**src/rtl/idu_pipe_buf.sv**
```systemverilog
// -----------------------------------------------------------------------------
// idu_pipe_buf
//
// Decode->execute pipeline buffer. Holds up to DEPTH decoded bundles in a
// circular queue so that EXU back-pressure does not immediately stall IDU.
// Acceptance is gated by the scoreboard hazard signal (stall), the whole
// queue is squashed on a pipeline flush, and a scoreboard allocate pulse is
// raised for every accepted bundle that writes a non-zero GPR.
//
// Parameters
//   DATA_W   width of one decoded bundle
//   DEPTH    number of queue entries (power of two, >= 1)
//   RST_VAL  value loaded into every entry on reset and on flush
//
// Ports
//   clk        rising-edge clock
//   rst        asynchronous reset, active high
//   flush      synchronous squash of all contents (redirect / trap)
//   stall      hazard hold: blocks acceptance, draining continues
//   in_valid   IDU offers a decoded bundle
//   in_ready   buffer accepts this cycle (combinational, depends on out_ready)
//   in_data    decoded bundle
//   in_regwr   bundle writes a GPR
//   in_rd      destination register index
//   out_valid  head entry valid toward EXU (registered)
//   out_ready  EXU takes the head entry this cycle
//   out_data   head entry
//   disp_en    scoreboard allocate pulse (combinational, accepting cycle)
//   disp_rd    destination register for the allocate pulse
//   count      number of occupied entries
// -----------------------------------------------------------------------------
module idu_pipe_buf #(
   parameter int unsigned        DATA_W  = 64,
   parameter int unsigned        DEPTH   = 2,
   parameter logic [DATA_W-1:0]  RST_VAL = '0
) (
   input  logic                         clk,
   input  logic                         rst,
   input  logic                         flush,
   input  logic                         stall,
   input  logic                         in_valid,
   output logic                         in_ready,
   input  logic [DATA_W-1:0]            in_data,
   input  logic                         in_regwr,
   input  logic [4:0]                   in_rd,
   output logic                         out_valid,
   input  logic                         out_ready,
   output logic [DATA_W-1:0]            out_data,
   output logic                         disp_en,
   output logic [4:0]                   disp_rd,
   output logic [$clog2(DEPTH+1)-1:0]   count
);

   // A single-entry buffer still needs a legal one-bit pointer; it is simply
   // never advanced away from zero.
   localparam int unsigned       PTR_W    = (DEPTH > 1) ? $clog2(DEPTH) : 1;
   localparam int unsigned       CNT_W    = $clog2(DEPTH + 1);
   localparam logic [PTR_W-1:0]  PTR_LAST = PTR_W'(DEPTH - 1);
   localparam logic [CNT_W-1:0]  CNT_FULL = CNT_W'(DEPTH);

   // ------------------------------------------------------------------------
   // State
   // ------------------------------------------------------------------------
   logic [DATA_W-1:0] mem_q [DEPTH];
   logic [DATA_W-1:0] mem_d [DEPTH];
   logic [PTR_W-1:0]  wr_ptr_q, wr_ptr_d;
   logic [PTR_W-1:0]  rd_ptr_q, rd_ptr_d;
   logic [CNT_W-1:0]  count_q,  count_d;
   logic              valid_q,  valid_d;

   // ------------------------------------------------------------------------
   // Handshake
   // ------------------------------------------------------------------------
   logic has_room;
   logic pop;
   logic accept;

   // Wrap modulo DEPTH explicitly so the pointer logic is also correct for
   // DEPTH=1, where the pointer must stay at zero.
   function automatic logic [PTR_W-1:0] ptr_inc(input logic [PTR_W-1:0] ptr);
      return (ptr == PTR_LAST) ? '0 : ptr + 1'b1;
   endfunction

   always_comb begin
      // NOTE: every output of a combinational block gets a default before any
      // condition, so no path leaves a signal unassigned and infers a latch.
      has_room = 1'b0;
      pop      = 1'b0;
      accept   = 1'b0;
      in_ready = 1'b0;
      disp_en  = 1'b0;

      pop = valid_q & out_ready;

      // When full, a pop in the same cycle frees the slot the new bundle will
      // occupy; this is the deliberate out_ready -> in_ready path.
      has_room = (count_q < CNT_FULL) | pop;
      in_ready = has_room & ~stall;

      // Reset and flush both drop any offered bundle, so no scoreboard entry
      // is allocated for something that never enters the queue.
      accept  = in_valid & in_ready & ~flush & ~rst;

      // x0 is hard-wired zero and never needs a scoreboard entry.
      disp_en = accept & in_regwr & (in_rd != 5'd0);
   end

   assign disp_rd = in_rd;

   // ------------------------------------------------------------------------
   // Next-state: pointers, occupancy, valid
   // ------------------------------------------------------------------------
   always_comb begin
      wr_ptr_d = wr_ptr_q;
      rd_ptr_d = rd_ptr_q;
      count_d  = count_q;
      valid_d  = valid_q;

      if (flush) begin
         wr_ptr_d = '0;
         rd_ptr_d = '0;
         count_d  = '0;
      end else begin
         if (accept) begin
            wr_ptr_d = ptr_inc(wr_ptr_q);
         end
         if (pop) begin
            rd_ptr_d = ptr_inc(rd_ptr_q);
         end
         // Full/empty come only from the count: with DEPTH=1 or after a wrap
         // the pointers are equal in both the empty and the full case.
         unique case ({accept, pop})
            2'b10:   count_d = count_q + 1'b1;
            2'b01:   count_d = count_q - 1'b1;
            default: count_d = count_q;
         endcase
      end

      // out_valid is a flop, so a bundle is visible to EXU one cycle after
      // it is accepted and never combinationally from in_*.
      valid_d = (count_d != '0);
   end

   // ------------------------------------------------------------------------
   // Next-state: storage
   // ------------------------------------------------------------------------
   always_comb begin
      for (int i = 0; i < DEPTH; i++) begin
         mem_d[i] = flush ? RST_VAL : mem_q[i];
      end
      // Only the tail slot is written; the head and everything behind it are
      // untouched, which keeps out_data stable while EXU holds off.
      if (accept) begin
         mem_d[wr_ptr_q] = in_data;
      end
   end

   // ------------------------------------------------------------------------
   // Registers
   // ------------------------------------------------------------------------
   always_ff @(posedge clk or posedge rst) begin
      if (rst) begin
         wr_ptr_q <= '0;
         rd_ptr_q <= '0;
         count_q  <= '0;
         valid_q  <= 1'b0;
      end else begin
         // NOTE: sequential state uses non-blocking assignments so every flop
         // samples the pre-edge value of the others, independent of order.
         wr_ptr_q <= wr_ptr_d;
         rd_ptr_q <= rd_ptr_d;
         count_q  <= count_d;
         valid_q  <= valid_d;
      end
   end

   // NOTE: the entries are flops with a reset rather than a RAM macro, because
   // out_data must read RST_VAL after reset and flush; a reset on a real RAM
   // array would not map and would be left out.
   always_ff @(posedge clk or posedge rst) begin
      if (rst) begin
         for (int i = 0; i < DEPTH; i++) begin
            mem_q[i] <= RST_VAL;
         end
      end else begin
         for (int i = 0; i < DEPTH; i++) begin
            mem_q[i] <= mem_d[i];
         end
      end
   end

   // ------------------------------------------------------------------------
   // Outputs
   // ------------------------------------------------------------------------
   assign out_valid = valid_q;
   assign out_data  = mem_q[rd_ptr_q];
   assign count     = count_q;

endmodule

```
**config.mk**
```make
export PLATFORM = sky130hd
export DESIGN_NAME = idu_pipe_buf
export DESIGN_NICKNAME = d
export VERILOG_FILES = /design/src/rtl/idu_pipe_buf.sv
export SDC_FILE = /design/constraint.sdc
export NUM_CORES = 1
export LEC_CHECK = 0
export BUFFER_PORTS_ARGS = -buffer_cell sky130_fd_sc_hd__buf_2
export CORE_MARGIN = 3
export CORE_UTILIZATION = 50
export DETAILED_ROUTE_END_ITERATION = 10
export HOLD_SLACK_MARGIN = 0.12
export PLACE_DENSITY = 0.74
export SLEW_MARGIN = 40
export SYNTH_ARGS = -nofsm -noshare
export SYNTH_HDL_FRONTEND = slang
export SYNTH_SLANG_ARGS = --single-unit
```
**constraint.sdc**
```tcl
create_clock -name clk -period 4.73 [get_ports clk]
set_input_delay 0.7095 -clock clk [delete_from_list [all_inputs] [get_ports clk]]
set_output_delay 0.7095 -clock clk [all_outputs]
set_load 0.02 [all_outputs]
```
==> key figures <==
Status
  • Status: finished, final reports clean

Route
  • Routed Wire Length: 14870 µm
  • Routed wire length per instance: 16.35 µm
  • DRT iter0 DRCs: 253
  • Via Count: 4696
  • Routed Antenna Nets: 0
  • Vias per cell: 5.166
  • DR DRC count: 0
  • Drt first pass iters: 4

STA
  • Setup Skew: 0.005146 ns
  • Final setup violation count: 0
  • TNS Setup: 0 ns
  • Final hold violation count: 0
  • Max-slew violations: 0
  • Hold slack final: 0.4545 ns
  • Normalized max-slew margin: 43.77%
  • Minimum clock period: 2.971 ns
  • Final Cycle Share: between 60% and 70%
  • RSZ-0062 raised after global routing: false
  • Worst Tran Pin Value: 0.8434 ns
  • FMAX: 0.3366 GHz

Yosys
  • Ys async rst share: 100.0%
  • Post-synthesis register bit count: 133
  • Mapped Area: between 0.007 and 0.008 mm²
  • Yosys synthesis warning count: 0
  • Synth Instances: just under 600
  • Sequential area share after synthesis: 47.26%
  • Synth Net Count: 671
  • Distinct cells, synth: 27
  • Post-synth EDFFs: 0
  • Ys flop type: dfrtp_1
  • Area contributors post-synth: dfrtp_1, mux2i_1, nand2b_1
  • Yosys top cell area share: a little under half
  • Syn Area/Cell: between 10 and 15 µm²
  • Post-synth top area cell: dfrtp_1

CTS
  • TritonCTS clock tree: yes
  • CTS clk-pin slew, worst paths: 0.06 ns
  • # clock sinks: ~130
  • H-tree Lvls: 4
  • PostCTS Resize Cnt: 0
  • TritonCTS Buffers: 17
  • Worst-Skew Late Latency: 0.41 ns
  • Max Root-Sink Buffers: 2
  • Setup bufs post-CTS: 0
  • Cts hold-fix bufs: 0
  • Clock root buffer: clkbuf_16

Global route
  • GR Layer Usage met2: 31.11%
  • GRT Max-Usage Layer: met2
  • Vias in the first global route: 5055
  • Met1 Use GR: 26.54%
  • GR Util met3: under 10%
  • First-pass GRT wire length: 25160 µm
  • GRT overflow: 0
  • Largest net degree at the start of global routing: around 130
  • Initial antenna violation count: 0
  • GRT Total Usage: 19.67%

Cells and area
  • Share of cells above drive strength 1: around a third
  • Fin nets: 798
  • # fillers: around 1100
  • Multi-input gate area: 0.003401 mm²
  • Area delta synth->final: 18.00%
  • # diodes: 0
  • Register Area: roughly 0.0033 mm²

Job
  • # Max-Cap Violations: 0

Placement
  • Input/output buffers: 149
  • Hpwl dp: between 9000 and 10000 µm
  • Global placement routability congestion: 0.7552

Floorplan
  • Row count: 42
  • Top Ports: 150
  • Core area: around 0.014 mm²
  • Die Area: 0.01555 mm²
  • Die Height: 124.7 µm
  • Die width: 124.7 µm
  • Initial Utilization: a little over half

Critical path
  • Crit Path Class: flip-flop to output pin
  • Worst setup EP type: output pin
  • Critical Path Fanout Max: 37
  • Startpoint Class: flip-flop
  • RR Endpoint: out_valid
  • Arr. time, crit path: about 2.3 ns
  • Reg2Reg Setup Slack: between 2 and 3 ns
  • Worst path required time: 4.02 ns
  • RR Startpoint: count[1]
  • Reg2Reg Depth: 7

Hold path
  • Type of the worst min-delay path: primary input to asynchronous set/reset pin

Power
  • Cell Pwr Density: roughly 320 mW/mm²
  • Leak pwr: 4.352 nW
  • Maximum VDD drop: between 200 and 250 µV
## sequential cells by signal, indices dropped and copies added, names as in the netlist
signal,count
wr_ptr_q,1
rd_ptr_q,1
mem_q,128
count,2
out_valid,1
## routing by layer
layer,up-vias,wire length (µm)
met4,0,208
met2,103,7155
met5,-,0
met3,17,756
li1,2252,-
met1,2324,6746
## synthesized netlist by cell type (all sizes together) (2+ instances only)
| library cell | instances |
|---|---|
| nor2b | 2 |
| buf | 19 |
| mux2 | 64 |
| or3 | 2 |
| dfrtp | 133 |
| nor2 | 2 |
| xnor2 | 2 |
| clkbuf | 29 |
| nor3 | 2 |
| or4 | 2 |
| inv | 2 |
| mux2i | 128 |
| o21ai | 2 |
| a21oi | 3 |
| nand2b | 193 |
## placed cells by master, fill, tap and decap left out, types with 3 or more instances in the layout
| master | synthesis | layout |
|---|---|---|
| mux2i_1 | 128 | 128 |
| clkbuf_8 | 0 | 3 |
| buf_4 | 5 | 6 |
| clkbuf_1 | 29 | 6 |
| mux2_2 | 64 | 64 |
| clkbuf_16 | 0 | 17 |
| dfrtp_1 | 133 | 132 |
| nand2b_1 | 193 | 193 |
| a21oi_1 | 3 | 3 |
| buf_2 | 7 | 148 |
| clkinv_2 | 0 | 4 |
## report_power, final
group / switching (W) / total [W] / internal (W)
logic: 0.000148 / 0.000271 / 0.000122
clock network: 0.000449 / 0.00121 / 0.000758
registers: 0.0000219 / 0.00119 / 0.00116
## per-stage QoR
step                      setup WS (ns)  power (W)  cell area, µm²  util (%)  instances
after detailed placement          2.160   0.001480            7767     57.51        878
after global placement            2.031   0.001469            7761     57.47        878
after global routing              1.660   0.002773            8310     61.53        909
final                             1.759   0.002663            8310     61.53        909
after floorplan                  0.4661   0.001391            7043         -        594
after CTS                         1.729   0.002697            8307     61.51        909
## worst max-delay path: stages, from the launching register on
cell     delay [ns]
dfrtp_4        0.78
buf_4          0.47
mux2_2         0.40
buf_2          0.17
## worst max-delay path by stage
stage	from	endpoint	slack (ns)	cells past startpoint
after global routing	rd_ptr_q	out_data[24]	1.66	3
after floorplan	rst	count[0]	0.47	1
after detailed placement	stall	out_valid	2.16	8
after global placement	rd_ptr_q	out_data[8]	2.03	3
after CTS	rd_ptr_q	out_data[24]	1.73	3
final	rd_ptr_q	out_data[24]	1.76	3
## logic make-up after synthesis
kind of cell	after synthesis	share of synthesized area, %
xor+xnor	2	0.2488
flops	133	47.26
compound gates	9	0.9239
fa+ha+maj	1	0.1776
buf+inv	50	4.548
mux	192	28.42
simple gates	207	18.42
## layout make-up
| type | count | area share (%) |
|---|---|---|
| Clock inverter | 5 | 0.6022 |
| Multi-Input combinational cell | 411 | 40.92 |
| Inverter | 2 | 0.1204 |
| Tap cell | 176 | 2.650 |
| Timing Repair Buffer | 156 | 9.726 |
| Sequential cell | 133 | 40.09 |
| Clock buffer | 26 | 5.887 |
Power figures use the tool's default switching activity.
